### config.mk
export PLATFORM = sky130hd
export DESIGN_NAME = rf_writeback_arbiter
export DESIGN_NICKNAME = d
export VERILOG_FILES = /design/src/rtl/rf_writeback_arbiter_pkg.sv /design/src/rtl/rf_writeback_arbiter_wb_fifo2.sv /design/src/rtl/rf_writeback_arbiter.sv
export SDC_FILE = /design/constraint.sdc
export NUM_CORES = 1
export LEC_CHECK = 0
export ABC_AREA = 1
export CAP_MARGIN = 25
export CORE_MARGIN = 2
export CORE_UTILIZATION = 52
export DETAILED_ROUTE_END_ITERATION = 10
export GPL_TIMING_DRIVEN = 0
export PLACE_DENSITY = 0.84
export SYNTH_ARGS = -nofsm -noshare
export SYNTH_HDL_FRONTEND = slang
export SYNTH_SLANG_ARGS = --single-unit
### constraint.sdc
create_clock -name clk -period 4.2 [get_ports clk]
set_input_delay 0.84 -clock clk [delete_from_list [all_inputs] [get_ports clk]]
set_output_delay 0.84 -clock clk [all_outputs]
set_load 0.05 [all_outputs]
### src/rtl/rf_writeback_arbiter_pkg.sv
`default_nettype none
// ============================================================================
// Module  : rf_writeback_arbiter_pkg
// Purpose : Shared register-file constants for the regfile and its writeback
//           arbiter (default address/data widths and the hardwired-zero
//           register index).
// Ports   : none (package)
// Revision: 1.0 - initial release
// ============================================================================
package rf_writeback_arbiter_pkg;

    localparam int RF_SCALE = 3;    // register address width
    localparam int RF_WIDTH = 32;   // register data width
    localparam int REG_ZERO = 0;    // index of the hardwired-zero register

endpackage : rf_writeback_arbiter_pkg
`default_nettype wire

### src/rtl/rf_writeback_arbiter_wb_fifo2.sv
`default_nettype none
// ============================================================================
// Module  : wb_fifo2
// Purpose : Two-entry FIFO holding {wa, wd} results from the long-latency
//           port until the register-file write port is free.
// Ports   : clk, rst        - clock, asynchronous active-high reset
//           push, push_data - enqueue request and payload (ignored when full)
//           pop,  pop_data  - dequeue request and head payload (ignored when empty)
//           full, empty     - occupancy flags
// Revision: 1.0 - initial release
// ============================================================================
module wb_fifo2 #(
    parameter int DW = 35
) (
    input  logic          clk,
    input  logic          rst,
    input  logic          push,
    input  logic [DW-1:0] push_data,
    input  logic          pop,
    output logic [DW-1:0] pop_data,
    output logic          full,
    output logic          empty
);

    logic [DW-1:0] r_mem [2];
    logic          r_wr_ptr;
    logic          r_rd_ptr;
    logic [1:0]    r_count;

    logic          w_push;
    logic          w_pop;

    assign full     = (r_count == 2'd2);
    assign empty    = (r_count == 2'd0);
    assign w_push   = push && !full;
    assign w_pop    = pop && !empty;
    assign pop_data = r_mem[r_rd_ptr];

    always_ff @(posedge clk or posedge rst) begin
        if (rst) begin
            for (int i = 0; i < 2; i++) begin
                r_mem[i] <= '0;
            end
            r_wr_ptr <= 1'b0;
            r_rd_ptr <= 1'b0;
            r_count  <= 2'd0;
        end else begin
            if (w_push) begin
                r_mem[r_wr_ptr] <= push_data;
                r_wr_ptr        <= ~r_wr_ptr;
            end
            if (w_pop) begin
                r_rd_ptr <= ~r_rd_ptr;
            end
            // Simultaneous push and pop leaves the occupancy unchanged.
            case ({w_push, w_pop})
                2'b10:   r_count <= r_count + 2'd1;
                2'b01:   r_count <= r_count - 2'd1;
                default: r_count <= r_count;
            endcase
        end
    end

endmodule : wb_fifo2
`default_nettype wire

### src/rtl/rf_writeback_arbiter.sv
`default_nettype none
// ============================================================================
// Module  : rf_writeback_arbiter
// Purpose : Single write-port master of the register file. Merges in-order
//           pipeline writeback (port A, highest priority) with buffered
//           long-latency results (port B), and keeps a per-register busy
//           scoreboard for the hazard unit.
// Ports   : clk, rst                    - clock, async active-high reset
//           a_we, a_wa, a_wd            - pipeline writeback
//           b_valid, b_ready, b_wa, b_wd- long-latency result handshake
//           iss_valid, iss_rd           - long-latency issue (sets busy)
//           rf_we, rf_wa, rf_wd         - register-file write port
//           busy                        - outstanding port-B destinations
//           stall_req                   - B queue full, pipeline must bubble
// Revision: 1.0 - initial release
// ============================================================================
module rf_writeback_arbiter
    import rf_writeback_arbiter_pkg::*;
#(
    parameter int SCALE = RF_SCALE,
    parameter int WIDTH = RF_WIDTH
) (
    input  logic                clk,
    input  logic                rst,
    input  logic                a_we,
    input  logic [SCALE-1:0]    a_wa,
    input  logic [WIDTH-1:0]    a_wd,
    input  logic                b_valid,
    output logic                b_ready,
    input  logic [SCALE-1:0]    b_wa,
    input  logic [WIDTH-1:0]    b_wd,
    input  logic                iss_valid,
    input  logic [SCALE-1:0]    iss_rd,
    output logic                rf_we,
    output logic [SCALE-1:0]    rf_wa,
    output logic [WIDTH-1:0]    rf_wd,
    output logic [2**SCALE-1:0] busy,
    output logic                stall_req
);

    localparam logic [SCALE-1:0] c_zero_wa = SCALE'(REG_ZERO);
    localparam int               c_nregs   = 2**SCALE;

    logic                   w_full;
    logic                   w_empty;
    logic                   w_push;
    logic                   w_pop;
    logic [SCALE+WIDTH-1:0] w_head;
    logic [SCALE-1:0]       w_head_wa;
    logic [WIDTH-1:0]       w_head_wd;
    logic                   w_a_sel;
    logic                   w_b_wr;
    logic [c_nregs-1:0]     r_busy;
    logic [c_nregs-1:0]     w_busy_nxt;

    // b_ready deliberately ignores a same-cycle pop so it never depends on a_we.
    assign b_ready   = !w_full;
    assign stall_req = w_full;
    assign w_push    = b_valid && !w_full;

    wb_fifo2 #(
        .DW (SCALE + WIDTH)
    ) u_fifo (
        .clk       (clk),
        .rst       (rst),
        .push      (w_push),
        .push_data ({b_wa, b_wd}),
        .pop       (w_pop),
        .pop_data  (w_head),
        .full      (w_full),
        .empty     (w_empty)
    );

    assign w_head_wa = w_head[SCALE+WIDTH-1:WIDTH];
    assign w_head_wd = w_head[WIDTH-1:0];

    // A write to reg 0 is a no-op, so it leaves the port free for the FIFO.
    assign w_a_sel = a_we && (a_wa != c_zero_wa);
    assign w_pop   = !w_a_sel && !w_empty;
    // Entries targeting reg 0 are still popped, but never reach the regfile.
    assign w_b_wr  = w_pop && (w_head_wa != c_zero_wa);

    // Idle cycles must present wa=0/wd=0: the regfile forwards wd whenever
    // ra==wa regardless of we, so a stale address would corrupt reads.
    always_comb begin
        rf_we = 1'b0;
        rf_wa = '0;
        rf_wd = '0;
        if (w_a_sel) begin
            rf_we = 1'b1;
            rf_wa = a_wa;
            rf_wd = a_wd;
        end else if (w_b_wr) begin
            rf_we = 1'b1;
            rf_wa = w_head_wa;
            rf_wd = w_head_wd;
        end
    end

    // Clear is applied before set so a same-cycle issue to the register being
    // retired keeps it busy for the newer operation.
    always_comb begin
        w_busy_nxt = r_busy;
        if (w_pop) begin
            w_busy_nxt[w_head_wa] = 1'b0;
        end
        if (iss_valid && (iss_rd != c_zero_wa)) begin
            w_busy_nxt[iss_rd] = 1'b1;
        end
        w_busy_nxt[REG_ZERO] = 1'b0;
    end

    always_ff @(posedge clk or posedge rst) begin
        if (rst) begin
            r_busy <= '0;
        end else begin
            r_busy <= w_busy_nxt;
        end
    end

    assign busy = r_busy;

endmodule : rf_writeback_arbiter
`default_nettype wire

### Word level (Yosys, flattened, before mapping)

Cells that the tools add are included.

| storage, ports and cells | value |
|---|---|
| input port bits | 78 |
| register bits | 81 |
| output and inout bits | 46 |

| cells by class | value |
|---|---|
| eq/ne operators | 3 |
| order comparisons | 7 |
| muxes and demuxes | 19 |
| add/sub/neg operators | 2 |
| reduce and logical (&&, ||, !) cells | 18 |
| bitwise operators | 7 |

Operators with widths:

| operator | number |
|---|---|
| $mux 35 | 4 |
| $bwmux 70 | 1 |
| $mux 32 | 2 |
| $demux 35 s1 | 1 |
| $mux 8 | 2 |
| $logic_and 1x1->1 | 10 |
| $reduce_bool 3->1 | 3 |
| $and 8x8->8 | 1 |
| $lt 3x4->1 const B | 2 |
| $not 8->8 | 1 |
| $or 8x8->8 | 1 |
| $demux 1 s3 | 2 |
| $ge 3x1->1 const B | 2 |
| $mux 3 | 2 |
| $eq 2x2->1 const B | 2 |
| $ge 2x2->1 const B | 2 |
| $mux 1 | 4 |
| $not 1->2 | 2 |
| $pmux 2 s2 | 1 |
| $logic_not 1->1 | 3 |
| $add 2x1->2 const B | 1 |
| $eq 2x1->1 const B | 1 |
| $logic_not 2->1 | 1 |
| $lt 2x1->1 const B | 1 |
| 3 further kinds | 4 |

### Longest topological paths before layout

| depth | value |
|---|---|
| depth in word-level cells | 13 |
| depth in mapped cells | 8 |

### By module

A second synthesis with hierarchy kept.

| second synthesis, totals | value |
|---|---|
| cells, all modules | 638 |
| area total of the unflattened synthesis | 4,589.4 µm² |

By module, submodules not included:

| module | cells each | area each (µm²) | instances | seq. area each (µm²) |
|---|---|---|---|---|
| wb_fifo2 | 454 | 3,549.7 | 1 | 1,851.8 |
| rf_writeback_arbiter | 184 | 1,039.7 | 1 | 175.2 |

### Least setup slack after synthesis

No wires, ideal clock.

| timing path | value |
|---|---|
| path type | input-to-output |
| from | input port a_we |
| to | output port rf_wa[0] |
| stages | 3 |
| required time | 3,360 ps |
| setup slack | 1,010 ps |
| arrival | 2,350 ps |
| cell sequence | nand2_1 -> nand4_1 -> o21ai_0 |

| between the ends | value |
|---|---|
| longest elaborated chain between the ends | 6 |

RTL lines:

| what | line | source |
|---|---|---|
| from (decl) | rf_writeback_arbiter.sv:25 | `input logic a_we,` |
| $logic_and 1x1->1 (*) | rf_writeback_arbiter.sv:78 | `assign w_a_sel = a_we && (a_wa != c_zero_wa);` |
| $logic_not 1->1 | rf_writeback_arbiter.sv:79 | `assign w_pop = !w_a_sel && !w_empty;` |
| $logic_and 1x1->1 | rf_writeback_arbiter.sv:79 |  |
| $logic_and 1x1->1 | rf_writeback_arbiter.sv:81 | `assign w_b_wr = w_pop && (w_head_wa != c_zero_wa);` |
| $mux 3 | rf_writeback_arbiter.sv:93 | `end else if (w_b_wr) begin` |
| $mux 3 (*) | rf_writeback_arbiter.sv:89 | `if (w_a_sel) begin` |
| to (decl) | rf_writeback_arbiter.sv:35 | `output logic [SCALE-1:0] rf_wa,` |

Every way passes the cells marked *; elsewhere a longest branch is shown, timed or not.

### Final worst setup path

| timing path | value |
|---|---|
| from | input port a_we |
| to | output port rf_wd[16] |

| between the ends | value |
|---|---|
| longest elaborated chain between the ends | 6 |

RTL lines:

| what | line | source |
|---|---|---|
| $logic_and 1x1->1 (*) | rf_writeback_arbiter.sv:78 |  |
| $logic_not 1->1 | rf_writeback_arbiter.sv:79 |  |
| $logic_and 1x1->1 | rf_writeback_arbiter.sv:79 |  |
| $logic_and 1x1->1 | rf_writeback_arbiter.sv:81 |  |
| $mux 32 | rf_writeback_arbiter.sv:93 |  |
| $mux 32 (*) | rf_writeback_arbiter.sv:89 |  |
| to (decl) | rf_writeback_arbiter.sv:36 | `output logic [WIDTH-1:0] rf_wd,` |

Marks and branches as above.

==> results by group <==
Critical path
  • CP Buf/Inv Count: 3
  • Critical path class: primary input to primary output
  • Startpoint Class: primary input
  • CP endpoint kind: primary output
  • Worst reg2reg endpoint: u_fifo.r_count[1]
  • Crit path DAT: 2.91 ns
  • R2R Setup Slk: 2.41 ns
  • Critical path cell sequence: clkdlybuf4s50_1, nand2_1, nand3_1, nor2_2, buf_2, nand3_1, nand2_1, dlymetal6s2s_1
  • Delay of the slowest critical-path stage: 0.44 ns
  • WP data required: 3.36 ns
  • Slowest cell on crit path: clkdlybuf4s50_1
  • R2R cell count: 7
  • Crit-path max FO: 10
  • Worst r2r src: u_fifo.r_count[1]
  • Crit path max-delay family: buffers and inverters

Hold path
  • WHS Path Cells: 2
  • Hold Crit Start: u_fifo.r_mem[40]
  • Hold Path End: u_fifo.r_mem[40]
  • Hold Crit Class: flip-flop to flip-flop

Die
  • Die width: 95.2 um
  • Area of the core: 0.00813 mm2
  • # IOs: 124
  • Standard-cell rows: 33
  • Chip height: 95.2 um
  • Initial Utilization: 53.2%
  • Die area: 0.00906 mm2

Yosys
  • Flops & latches, synth: 81
  • Mapped Nets: 653
  • Sequential-to-total area share from yosys stat: 46.9%
  • Synth cell types: 25
  • Mapped cell area: 0.00432 mm2
  • Mux cell area share after synthesis: 0%
  • Top_reg_cell synth: dfrtp_1
  • Warnings, synthesis: 0
  • Main combinational cell family by area after synthesis: simple AND/OR/NAND/NOR gates
  • Area leader, netlist: dfrtp_1
  • Adder-cell share of the synthesized area: 0.289%
  • Simple-gate share of the synthesized area: 31.1%
  • XOR/XNOR Fraction of Synth Area: 0.608%
  • Area share of the largest cell type after synthesis: 46.9%
  • Cells after synthesis: 574
  • Synth area leaders: dfrtp_1 (47%), nand2_1 (23%), o21ai_2 (7.1%)
  • Ys async rst share: 100%
  • Synth Area in Compound Gates: 11.9%
  • Synthesized area per cell: 7.53 um2
  • Post-synth EDFFs: 0

Clock tree
  • Root Driver: clkbuf_8
  • CTS tree: done
  • Clk pin slew, worst setup/hold paths: 0.08 ns
  • CTS sink cnt: 81
  • CTS Buffer Depth: 2
  • H-tree levels: 3
  • Worst-Skew Late Latency: 0.35 ns
  • Num CTS Buffers: 9
  • Postcts setup bufs: 0
  • Hold buffer count at cts: 0
  • # resized after CTS: 0

Global route
  • Total grt overflow: 0
  • Largest net degree at the start of global routing: 68
  • First-pass GRT wire length: 18.7 mm
  • Vias in the first global route: 4,051
  • Initial antenna violation count: 0
  • Gr usage total: 26.7%

Route
  • First-pass iteration count of the detailed router: 5
  • WL met1: 4.60 mm
  • Vias: 4,243
  • Met2 wire len: 6.14 mm
  • DRC: 0
  • Highest metal used: met4
  • Wire per inst: 14.4 um
  • Met3 routed WL: 779 um
  • Initial DRC count: 285
  • Vias per cell: 5.19
  • Total wire length: 11.7 mm
  • Post-route ant nets: 0

Timing
  • Clock Skews: 0.00532 ns
  • TNS Setup: 0 ns
  • Fin. max-slew vios: 0
  • Final min period: 3.75 ns
  • Final period util: 89.2%
  • Actual slew at the worst max-slew pin: 0.555 ns
  • Final setup violation count: 0
  • RSZ-0062 raised after global routing: no
  • Final hold violations: 0
  • Worst slew margin: 63.0%
  • Max frequency: 0.267 GHz

Power
  • Worst ir drop on vdd: 362 uV
  • Pleak: 3.39 nW
  • Total power: 4.44 mW
  • Pwr/cell area: 740 mW/mm2

Flow run
  • Max-cap violation count: 0

Placement
  • RePlAce Congestion: 0.838
  • Placed Area: 0.00571 mm2
  • Post-DP HPWL: 8.28 mm
  • IO buf count: 122
  • Placed cell count: 802

Final layout
  • P&R area growth vs syn: 38.7%
  • Post-layout instance area: 0.00600 mm2
  • Share of layout cells above drive strength 1: 10.4%
  • Final std cells w/o fill: 817
  • Final-stage net count: 787
  • Antenna cells: 0

Status
  • Status: completed
-- layer usage --
metal  up-vias  global-route usage [%]
met5         -                       0
met4         0                    9.42
met3        22                    3.64
met2       167                    46.5
met1      1980                    34.1
li1       2074                       -
-- final cells by class --
cell class / instances / area (um2)
Tap cell: 105 / 131
Clock buffer: 12 / 145
Inverter: 49 / 186
Multi-Input combinational cell: 410 / 1900
Timing Repair Buffer: 123 / 1330
Buffer: 34 / 211
Sequential cell: 81 / 2030
Fill cell: 633 / 2140
Clock inverter: 3 / 65.1
-- layout by cell type (no fill, tap or decap) --
master,instances
a21o_1,1
a21oi_1,1
buf_1,4
buf_16,1
buf_2,7
buf_4,4
buf_6,8
bufinv_16,2
clkbuf_1,13
clkbuf_8,10
clkdlybuf4s50_1,90
clkinv_2,1
conb_1,1
dfrtp_1,81
dlymetal6s2s_1,32
ha_1,1
inv_1,47
inv_2,1
inv_4,1
nand2_1,260
nand2_2,1
nand2_4,1
nand3_1,55
nand3_2,1
nand4_1,8
nor2_1,1
nor2_2,1
o21ai_0,39
o21ai_2,35
or2_1,1
xnor2_1,2
xor2_1,1
-- cells in the mapped netlist, types with 2 or more instances --
master / count
clkbuf_1: 11
nand3_1: 55
buf_2: 7
nand4_1: 8
o21ai_2: 35
xnor2_1: 2
buf_6: 8
inv_1: 48
nand2_1: 260
buf_1: 4
buf_4: 4
o21ai_0: 39
dfrtp_1: 81
-- cells by family after synthesis --
logic type | after synthesis
and+or+nand+nor | 329
buffers and inverters | 83
DFF | 81
AOI/OAI and AO/OA | 76
xor gates and xnor gates | 3
adders and majority gates | 1
other | 1
-- worst max path at each step --
stage               start         to  slack [ns]  cells past startpoint
detailed placement   a_we  rf_wd[16]        0.06                      8
global route         a_we  rf_wd[13]        0.28                      8
finish               a_we  rf_wd[16]        0.45                      8
CTS                  a_we  rf_wd[16]        0.04                      8
global placement     a_we  rf_wd[29]        0.08                      8
floorplan            a_we   rf_wa[0]        1.01                      3
-- flip-flops by register name, summed over array words and instances (netlist names) --
name / count
busy: 7
u_fifo.r_count: 2
u_fifo.r_mem: 70
u_fifo.r_rd_ptr: 1
u_fifo.r_wr_ptr: 1
-- where the power goes --
part | switching [mW] | internal (mW) | total, mW
combinational | 1.60 | 0.844 | 2.44
clock | 0.270 | 0.348 | 0.618
sequential | 0.228 | 1.15 | 1.38
-- tightest hold or removal path, cell delays in order, from the launching register on --
cell and delay (ns):
dfrtp_1 0.35, nand2_1 0.06, o21ai_2 0.05
-- stage by stage --
step           setup slack (ns)  hold slack, ns  util [%]
5_1_grt                   0.279           0.502      73.7
6_report                  0.453           0.485      73.7
2_1_floorplan              1.01           0.453         -
3_5_place_dp             0.0560           0.468      70.2
4_1_cts                  0.0373           0.486      72.7
3_3_place_gp             0.0821           0.464      69.8
No activity file was read; power rests on OpenSTA's default activity.
